## src/rtl/demux18_deser.sv

```systemverilog
// rtl/demux18_deser.sv - serial-to-parallel receiver that steps the mux81 select and rebuilds the word
// Drives S onto the upstream mux select and samples its Y output on din once per enabled step.
module demux18_deser #(
  parameter int N         = 8,
  parameter int SW        = 3,
  parameter bit MSB_FIRST = 1'b0
) (
  input  logic          clk,
  input  logic          reset,
  input  logic          start,
  input  logic          en,
  input  logic          din,
  output logic [SW-1:0] S,
  output logic [N-1:0]  I,
  output logic          busy,
  output logic          valid
);

  localparam logic [SW-1:0] S_FIRST = MSB_FIRST ? SW'(N - 1) : '0;
  localparam logic [SW-1:0] S_LAST  = MSB_FIRST ? '0 : SW'(N - 1);

  typedef enum logic [1:0] {IDLE, SHIFT, DONE} state_t;

  state_t        state_q, state_d;
  logic [SW-1:0] s_q, s_d;
  logic [N-1:0]  shreg_q, shreg_d;
  logic [N-1:0]  word_q, word_d;
  logic          busy_q, busy_d;
  logic          valid_q, valid_d;

  always_comb begin
    state_d = state_q;
    s_d     = s_q;
    shreg_d = shreg_q;
    word_d  = word_q;
    busy_d  = busy_q;
    valid_d = 1'b0;
    case (state_q)
      SHIFT: begin
        busy_d = 1'b1;
        if (en) begin
          shreg_d[s_q] = din;
          if (s_q == S_LAST) begin
            // The final bit goes straight into the published word, not via shreg_q.
            word_d  = shreg_d;
            state_d = DONE;
            s_d     = S_FIRST;
            busy_d  = 1'b0;
            valid_d = 1'b1;
          end else begin
            s_d = MSB_FIRST ? s_q - SW'(1) : s_q + SW'(1);
          end
        end
      end
      default: begin
        s_d = S_FIRST;
        if (start) begin
          state_d = SHIFT;
          busy_d  = 1'b1;
        end else begin
          state_d = IDLE;
          busy_d  = 1'b0;
        end
      end
    endcase
  end

  always_ff @(posedge clk or posedge reset) begin
    if (reset) begin
      state_q <= IDLE;
      s_q     <= S_FIRST;
      shreg_q <= '0;
      word_q  <= '0;
      busy_q  <= 1'b0;
      valid_q <= 1'b0;
    end else begin
      state_q <= state_d;
      s_q     <= s_d;
      shreg_q <= shreg_d;
      word_q  <= word_d;
      busy_q  <= busy_d;
      valid_q <= valid_d;
    end
  end

  assign S     = s_q;
  assign I     = word_q;
  assign busy  = busy_q;
  assign valid = valid_q;

endmodule
```

## config.mk

```make
export PLATFORM = sky130hd
export DESIGN_NAME = demux18_deser
export DESIGN_NICKNAME = d
export VERILOG_FILES = /design/src/rtl/demux18_deser.sv
export SDC_FILE = /design/constraint.sdc
export NUM_CORES = 1
export LEC_CHECK = 0
export CELL_PAD_IN_SITES_DETAIL_PLACEMENT = 0
export CELL_PAD_IN_SITES_GLOBAL_PLACEMENT = 2
export CORE_ASPECT_RATIO = 1.2
export CORE_MARGIN = 3
export CORE_UTILIZATION = 36
export DETAILED_ROUTE_END_ITERATION = 12
export PLACE_DENSITY = 0.79
export SLEW_MARGIN = 20
export SYNTH_ARGS = -nofsm -noshare
export SYNTH_HDL_FRONTEND = slang
export SYNTH_SLANG_ARGS = --single-unit
```

## constraint.sdc

```tcl
create_clock -name clk -period 3.2 [get_ports clk]
set_input_delay 0.48 -clock clk [delete_from_list [all_inputs] [get_ports clk]]
set_output_delay 0.48 -clock clk [all_outputs]
set_load 0.02 [all_outputs]
```

==> reports/summary.txt, run 1 <==
Status - finished clean
Netlist cell types - 30
Number of synthesized flops with an enable pin - 0
Pwr/cell area - 990 mW/mm2
Top-count cell post-synth - dfrtp_1
Io pins - 18
Root buffer cell - clkbuf_4
Routability Congestion - 0.728
Postcts setup bufs - 0
Site Rows - 21
Clock power frac - 10.4%
YS warnings - 0
Setup violations, final - 0
Delay-heaviest family, CP - buffers and inverters
Detail Route Antenna Nets - 0
Vias in the first global route - 777
Post-synth top flop - dfrtp_1
Leading post-synthesis cells by cell area - dfrtp_1 50%, mux2_4 5.2%, mux2_2 3.9%, nor2_1 3.9%, mux2i_1 2.6%
Hold path start - shreg_q[6]$_DFFE_PP0P_
H-tree depth - 1
Crit path DAT - 1.70 ns
Commonest cells post-synth - 23 x dfrtp_1, 12 x nor2_1, 8 x nand2_1, 5 x o21ai_0
Post-Syn Area - 0.00114 mm2
Combinational cell fraction of total power - 46.8%
Pin count of the biggest net entering global routing - 24
Setup Skew - 0.00470 ns
Sequential fraction of the synthesis area - 50.3%
Max-slew headroom - 41.6%
Final hold violations - 0
Gr ovfl total - 0
Crit path max-delay cell type - clkdlybuf4s50_1
Drt initial violations - 18
DR DRC count - 0
Antenna cells - 0
Total die area - 0.00390 mm2
P_sw - 0.517 mW
Core Region - 0.00292 mm2
Int Pwr - 0.794 mW
RSZ-0062 raised after global routing - no
DP HPWL - 1560 um
Buf/Inv on CP - 1
Die Height - 67.8 um
Minimum clock period - 2.18 ns
Total Wirelength - 2170 um
Routed vias - 761
Drt wl/cell - 14.5 um
Synthesized area per cell - 11.3 um2
Worst R2R End - I[2]$_DFFE_PP0P_
Worst Hold Path EP - shreg_q[6]$_DFFE_PP0P_
Initial antenna violation count - 0
Crit start category - register
Sink Count - 23
R2R cell count - 6
Initial Utilization - 39.3%
Syn_nets - 108
Max cap viols - 0
Fill cell total of the finished layout - 292
Sw Ratio - 39.4%
Layout cells sized above 1 - 14.7%
Crit-path max FO - 16
Max-slew violations - 0
Synth Instances - 101
Crit-path max cell delay - 0.71 ns
Kind of critical path - register to output pin
Synth top area share - 50.3%
Wire length of the first global-routing pass - 3830 um
CTS Buf Count - 3
Worst vdd ir - 0.369 mV
Worst Setup End Kind - output pin
Worst EP required - 2.72 ns
Total Nets Final - 124
Hold WC Path Type - register to register
Tot Pwr - 1.31 mW
Layout area overhead - 15.7%
Hold buffer count at CTS - 0
# resized after CTS - 0
Final period util - 68.2%
Total track usage - 12.8%
Highest Clock Rate - 0.458 GHz
Worst-path clk slew - 0.13 ns
# port buffers - 17
CTS tree - done
Clock latency on the worst-skew pair - 0.31 ns
Async S/R FF share, synth - 100%
Hold path depth - 1
R2r setup slk - 1.17 ns
Sequential share of power - 42.9%
Cell Chain, Critical Path - clkdlybuf4s50_1
Synth area leader - dfrtp_1
Pleak - 0.567 nW
DR vias/cell - 5.07
Slew @ Worst Pin - 0.875 ns
Worst r2r src - S[1]$_DFFE_PP0P_
TNS Setup - 0 ns
Pre-antenna DRT Iters - 4
#FFs+latches synth - 23
Die extent in x - 57.5 um
Clk buf depth - 2
[how the worst max path moves through the flow]
stage	start	to	slack, ns	cells past startpoint
floorplan	S[0]$_DFFE_PP0P_	I[0]$_DFFE_PP0P_	1.62	7
global placement	en	I[2]$_DFFE_PP0P_	1.12	5
detailed placement	en	I[1]$_DFFE_PP0P_	1.07	5
CTS	S[0]$_DFFE_PP0P_	S[0]	0.96	1
global route	S[0]$_DFFE_PP0P_	S[0]	0.90	1
finish	S[0]$_DFFE_PP0P_	S[0]	1.02	1
[per-stage QoR]
step / instance area [um2] / worst slack (ns) / hold slack (ns) / utilization [%] / cells
6_report: 1330 / 1.02 / 0.522 / 45.4 / 150
3_5_place_dp: 1300 / 1.07 / 0.489 / 44.5 / 146
3_3_place_gp: 1300 / 1.12 / 0.489 / 44.5 / 146
5_1_grt: 1330 / 0.898 / 0.543 / 45.4 / 150
4_1_cts: 1330 / 0.956 / 0.527 / 45.4 / 150
2_1_floorplan: 1140 / 1.62 / 0.474 / - / 101
[per-layer routing]
metal  share of wire, %  GRT usage, %
met2                 48          20.2
met4               0.55          4.06
met5                  0             0
met3                2.3          1.72
met1                 49          18.1
[placed cells by master (no fill, tap or decap), types with 2 or more instances in the layout]
cell	count
nand3_1	2
nor2b_1	2
a31oi_1	3
a21oi_1	3
inv_1	2
o31ai_1	2
o21ai_0	5
nand2b_1	3
o22a_1	3
dfrtp_1	23
mux2_2	4
clkbuf_4	3
mux2i_1	3
ha_1	2
and4b_1	2
nor2_1	12
mux2_4	4
clkdlybuf4s50_1	17
nand2_1	8
a21boi_0	3
[power groups by stage]
stage | Combinational, mW | Clock [mW] | Sequential (mW)
2_1_floorplan | 0.377 | 0 | 0.595
3_3_place_gp | 0.620 | 0 | 0.569
3_5_place_dp | 0.623 | 0 | 0.573
4_1_cts | 0.624 | 0.145 | 0.566
5_1_grt | 0.680 | 0.155 | 0.588
6_report | 0.613 | 0.136 | 0.562
[layout make-up]
cell class / count / area, um2 / area share (%)
flip-flops and latches: 23 / 576 / 43.4
multi-input cells: 69 / 494 / 37.3
repair buffers: 18 / 178 / 13.4
well taps: 34 / 42.5 / 3.21
clock buffers: 3 / 22.5 / 1.70
inverters: 2 / 7.51 / 0.567
clock inverters: 1 / 5.00 / 0.378
[registers in the layout, summed over array words and instances, names as in the netlist]
register / cells
I: 8
shreg_q: 8
S: 3
state_q: 2
busy: 1
valid: 1
[cells by family after synthesis]
| kind of cell | count (synthesis) | share of synthesized area [%] |
|---|---|---|
| AO/OA/AOI/OAI | 21 | 12.6 |
| adder cells (fa/ha/maj) | 2 | 2.19 |
| buffers and inverters | 9 | 6.56 |
| AND/OR/NAND/NOR | 35 | 16.6 |
| multiplexers | 11 | 11.8 |
| flip-flops | 23 | 50.3 |
Power figures use the tool's default switching activity.
==> run 2, diff against run 1 <==
- CORE_UTILIZATION: 36 -> 31
- PLACE_DENSITY: 0.79 -> 0.72
- clock period: 3.2 -> 1.8 ns (I/O delays scaled with it)
==> run 2 against run 1 <==
Compared with the run above:
- wire length rose by 12%
- clock-buffer cell count rose by 1
- combinational power rose by 110%
- final cell count rose by 6.7%
- core utilization fell by 4.9 points
- sequential cell count did not move
- critical path depth rose by 1
- design area rose by 5.6%
- total power rose by 90%
- worst setup slack got worse by 0.94 ns
- global-route usage fell by 0.10 points
- die area rose by 15%
- largest cell class unchanged
==> reports/summary.txt, run 2 (synthesis results as in run 1) <==
Crit-path max cell delay - 0.63 ns (-0.08 ns)
Pleak - 0.607 nW (+7.0%)
DP HPWL - 1810 um (+16%)
Die extent in x - 61.5 um (+7.0%)
Core Region - 0.00345 mm2 (+18%)
Sink Count - 23 (unchanged)
Kind of critical path - register to output pin
Crit-path max FO - 15 (-1)
Worst r2r src - S[2]$_DFFE_PP0P_
TNS Setup - 0 ns (unchanged)
GRT met2 Usage - 20.7% (+0.51 points)
Slew @ Worst Pin - 0.304 ns (-0.571 ns)
R2r setup slk - 0.21 ns (-0.96 ns)
Crit start category - register
Met3 Use GR - 2.48% (+0.76 points)
Worst R2R End - shreg_q[4]$_DFFE_PP0P_
Busiest grt layer - met2
Drt initial violations - 17 (-1)
Max-slew headroom - 79.7% (+38 points)
RSZ-0062 raised after global routing - no
Layout cells sized above 1 - 18.7% (+4.0 points)
Worst-path clk slew - 0.08 ns (-0.05 ns)
CTS Buf Count - 3 (unchanged)
Total Nets Final - 131 (+5.6%)
# resized after CTS - 0 (unchanged)
Wire length of the first global-routing pass - 4120 um (+7.6%)
Total Wirelength - 2430 um (+12%)
Initial antenna violation count - 0 (unchanged)
Layout area overhead - 22.2%
Status - finished clean
CTS tree - done
Final hold violations - 0 (unchanged)
Crit path max-delay cell type - clkdlybuf4s50_1
Gr ovfl total - 0 (unchanged)
Tot Pwr - 2.50 mW (+90%)
DR DRC count - 0 (unchanged)
Hold buffer count at CTS - 0 (unchanged)
GRT met1 Usage - 15.9% (-2.1 points)
Max-slew violations - 0 (unchanged)
R2R cell count - 4 (-2)
Io pins - 18 (unchanged)
Non-filler cells, final - 160 (+6.7%)
Commonest non-fill, non-tap cell in the layout - dfrtp_1
Total die area - 0.00446 mm2 (+15%)
Clk buf depth - 2 (unchanged)
Total track usage - 12.7% (-0.10 points)
Die Height - 72.6 um (+7.1%)
Hold WC Path Type - input port to async pin
Setup violations, final - 0 (unchanged)
Pre-antenna DRT Iters - 4 (unchanged)
Pin count of the biggest net entering global routing - 24 (unchanged)
Routed vias - 807 (+6.0%)
Routability Congestion - 0.714 (-1.9%)
Minimum clock period - 1.72 ns
Buf/Inv on CP - 2 (+1)
DR vias/cell - 5.04 (-0.58%)
Setup Skew - 0.00271 ns (-0.00199 ns)
Max cap viols - 0 (unchanged)
Delay-heaviest family, CP - buffers and inverters
# port buffers - 17 (unchanged)
Cell Chain, Critical Path - buf_4 > clkdlybuf4s50_1
Crit path DAT - 1.45 ns (-0.25 ns)
Postcts setup bufs - 0 (unchanged)
Clock latency on the worst-skew pair - 0.26 ns (-0.05 ns)
Site Rows - 23 (+9.5%)
Cells after DPL - 156 (+6.8%)
Pwr/cell area - 1780 mW/mm2 (+80%)
Highest Clock Rate - 0.580 GHz
Worst vdd ir - 0.670 mV (+82%)
Detail Route Antenna Nets - 0 (unchanged)
Worst Setup End Kind - output pin
Worst EP required - 1.53 ns (-1.19 ns)
Fill cell total of the finished layout - 349 (+20%)
Most frequent cells in the layout - 23 x dfrtp_1, 17 x clkdlybuf4s50_1, 12 x nor2_1
H-tree depth - 1 (unchanged)
Antenna cells - 0 (unchanged)
Final period util - 95.8%
Drt wl/cell - 15.2 um (+4.8%)
Hold_ws - 0.348 ns (-0.174 ns)
Initial Utilization - 33.2% (-6.1 points)
Vias in the first global route - 866 (+11%)
Root buffer cell - clkbuf_8
run 2: through the flow:
| stage | util [%] | cell area [um2] | setup slack, ns |
|---|---|---|---|
| 2_1_floorplan | - | 1140 | 0.220 |
| 3_3_place_gp | 39.2 | 1350 | 0.102 |
| 3_5_place_dp | 39.2 | 1350 | 0.0769 |
| 4_1_cts | 40.5 | 1400 | 0.0589 |
| 5_1_grt | 40.5 | 1400 | 0.0213 |
| 6_report | 40.5 | 1400 | 0.0751 |
run 2: per-layer routing:
metal  vias up  part of all wire, %
li1        396                    -
met1       389                   44
met2        17                   51
met4         0                  2.0
met5         -                    0
met3         5                  3.3
run 2: worst max-delay path by stage:
stage	cells after the start	start	slack (ns)	end
6_report	2	S[0]$_DFFE_PP0P_	0.08	S[0]
4_1_cts	2	S[0]$_DFFE_PP0P_	0.06	S[0]
5_1_grt	1	S[2]$_DFFE_PP0P_	0.02	S[2]
2_1_floorplan	7	S[0]$_DFFE_PP0P_	0.22	I[0]$_DFFE_PP0P_
3_5_place_dp	4	en	0.08	shreg_q[4]$_DFFE_PP0P_
3_3_place_gp	4	en	0.10	shreg_q[4]$_DFFE_PP0P_
run 2: worst register-to-register path, stage by stage (launching register included):
cell	delay, ns
dfrtp_1	0.49
buf_4	0.21
nand4b_1	0.21
nor3_1	0.21
mux2_2	0.35
run 2: layout make-up:
type                    instances  area, um2  share of cell area, %
repair buffers                 25        230                   16.5
flip-flops and latches         23        576                   41.1
multi-input cells              69        494                   35.3
clock buffers                   4       45.0                   3.22
inverters                       2       7.51                  0.537
well taps                      37       46.3                   3.31
run 2: power by group:
part	switching, mW	internal (mW)	leakage, nW
sequential	0.149	0.753	0.273
clock	0.167	0.158	0.0228
combinational	0.640	0.630	0.311
==> run 3, diff against run 2 <==
- GPL_TIMING_DRIVEN: not set -> 0
- TNS_END_PERCENT: not set -> 1
==> run 3 against run 2 <==
Compared with the run above:
- highest routed layer unchanged
- worst setup slack improved by 0.11 ns
- sequential cell count unchanged
- core utilization decreased by 0.36 points
- design area shrank 0.89%
- largest cell class unchanged
==> reports/summary.txt, run 3 (synthesis results as in run 1) <==
Total track usage - 11.8% (-0.87 points)
Layout cells sized above 1 - 18.3% (-0.37 points)
Root buffer cell - clkbuf_8
GRT met2 Usage - 17.4% (-3.3 points)
Vias in the first global route - 784 (-9.5%)
Worst Setup End Kind - output pin
Delay-heaviest family, CP - buffers and inverters
Max-slew violations - 0 (unchanged)
Hold WC Path Type - input port to register
Slew @ Worst Pin - 0.890 ns (+0.587 ns)
Pin count of the biggest net entering global routing - 24 (unchanged)
TNS Setup - 0 ns (unchanged)
Setup violations, final - 0 (unchanged)
Final hold violations - 0 (unchanged)
Busiest grt layer - met1
R2R cell count - 7 (+3)
DR vias/cell - 4.94 (-2.1%)
R2r setup slk - 0.22 ns (about the same)
Routability Congestion - 0.697 (-2.4%)
Pwr/cell area - 1780 mW/mm2 (-0.25%)
Non-filler cells, final - 157 (-1.9%)
Pleak - 0.598 nW (-1.5%)
Crit path DAT - 1.34 ns (-0.11 ns)
RSZ-0062 raised after global routing - no
Worst-path clk slew - 0.08 ns (about the same)
Launch point of the worst path - S[1]$_DFFE_PP0P_
Layout area overhead - 21.1%
Most frequent cells in the layout - 23 x dfrtp_1, 15 x clkdlybuf4s50_1, 12 x nor2_1
# port buffers - 15 (-2)
Crit start category - register
Io pins - 18 (unchanged)
Clock latency on the worst-skew pair - 0.26 ns (about the same)
Cells after DPL - 153 (-1.9%)
Setup Skew - 0.00358 ns (+0.000879 ns)
Critical path depth in cells - 1 (-1)
Final period util - 89.6% (-6.2 points)
Worst vdd ir - 0.669 mV (-0.16%)
Commonest non-fill, non-tap cell in the layout - dfrtp_1
Crit-path max FO - 6 (-9)
Antenna cells - 0 (unchanged)
Minimum clock period - 1.61 ns (-0.111 ns)
Wire length of the first global-routing pass - 3900 um (-5.4%)
Die Height - 72.6 um (unchanged)
CTS Buf Count - 3 (unchanged)
Die extent in x - 61.5 um (unchanged)
Core Region - 0.00345 mm2 (unchanged)
# resized after CTS - 0 (unchanged)
Cell Chain, Critical Path - clkdlybuf4s50_1
Initial antenna violation count - 0 (unchanged)
Gr ovfl total - 0 (unchanged)
H-tree depth - 1 (unchanged)
Fill cell total of the finished layout - 347 (-0.57%)
Pre-antenna DRT Iters - 4 (unchanged)
Highest Clock Rate - 0.620 GHz (+6.9%)
Worst R2R End - I[0]$_DFFE_PP0P_
Routed vias - 775 (-4.0%)
Initial Utilization - 33.2% (unchanged)
Total Wirelength - 2350 um (-3.3%)
Crit path max-delay cell type - clkdlybuf4s50_1
Max-slew headroom - 40.6% (-39 points)
Detail Route Antenna Nets - 0 (unchanged)
Total Nets Final - 128 (-2.3%)
Met3 Use GR - 2.12% (-0.35 points)
Postcts setup bufs - 0 (unchanged)
Worst EP required - 1.53 ns (about the same)
CTS tree - done
DP HPWL - 1700 um (-6.1%)
Max cap viols - 0 (unchanged)
Critical path endpoint - S[1]
Drt initial violations - 27 (+10)
Worst r2r src - S[0]$_DFFE_PP0P_
Sink Count - 23 (unchanged)
Site Rows - 23 (unchanged)
Buf/Inv on CP - 1 (-1)
Status - finished clean
Drt wl/cell - 14.9 um (-1.5%)
GRT met1 Usage - 17.6% (+1.6 points)
Clk buf depth - 2 (unchanged)
DR DRC count - 0 (unchanged)
Crit-path max cell delay - 0.64 ns (about the same)
Kind of critical path - register to output pin
Hold buffer count at CTS - 0 (unchanged)
Total die area - 0.00446 mm2 (unchanged)
## run 3: cell types whose count changed in the layout (fill, tap and decap cells not counted)
| cell | before | now |
|---|---|---|
| buf_4 | 8 | 2 |
| buf_2 | 0 | 2 |
| buf_6 | 0 | 2 |
| clkdlybuf4s50_1 | 17 | 15 |
| buf_12 | 0 | 1 |
## run 3: worst min-delay path by stage
stage	startpoint	endpoint	slack, ns	cells after the start
CTS	en	S[0]$_DFFE_PP0P_	0.30	3
global route	en	S[0]$_DFFE_PP0P_	0.31	3
finish	en	S[0]$_DFFE_PP0P_	0.31	3
global placement	shreg_q[6]$_DFFE_PP0P_	shreg_q[6]$_DFFE_PP0P_	0.49	1
detailed placement	shreg_q[4]$_DFFE_PP0P_	shreg_q[4]$_DFFE_PP0P_	0.49	1
floorplan	reset	I[0]$_DFFE_PP0P_	0.27	1
## run 3: area by class of cell
cell class	count	area [um2]	area share (%)
repair buffers	15	150	10.8
clock buffers	4	45.0	3.25
inverters	2	7.51	0.542
multi-input cells	69	494	35.6
flip-flops and latches	23	576	41.5
well taps	37	46.3	3.34
plain buffers	7	67.6	4.87
## run 3: layer usage
metal	routed length (um)	share of wire [%]
met5	0	0
met1	1120	48
met2	1120	48
met3	97	4.1
met4	17	0.72
## run 3: metrics by stage
step	setup WS (ns)	hold slack [ns]	total power [mW]	utilization (%)	instance area [um2]
final	0.186	0.305	2.47	40.1	1390
after global routing	0.119	0.306	2.66	40.1	1390
after CTS	0.167	0.299	2.52	40.1	1390
after detailed placement	0.208	0.490	2.19	38.8	1340
after global placement	0.208	0.486	2.17	38.8	1340
after floorplan	0.220	0.272	1.73	-	1140
## run 3: power by group
| part | switching, mW | internal, mW | total (mW) |
|---|---|---|---|
| clock network | 0.157 | 0.158 | 0.315 |
| registers | 0.158 | 0.753 | 0.911 |
| logic | 0.615 | 0.627 | 1.24 |
| total | 0.931 | 1.54 | 2.47 |
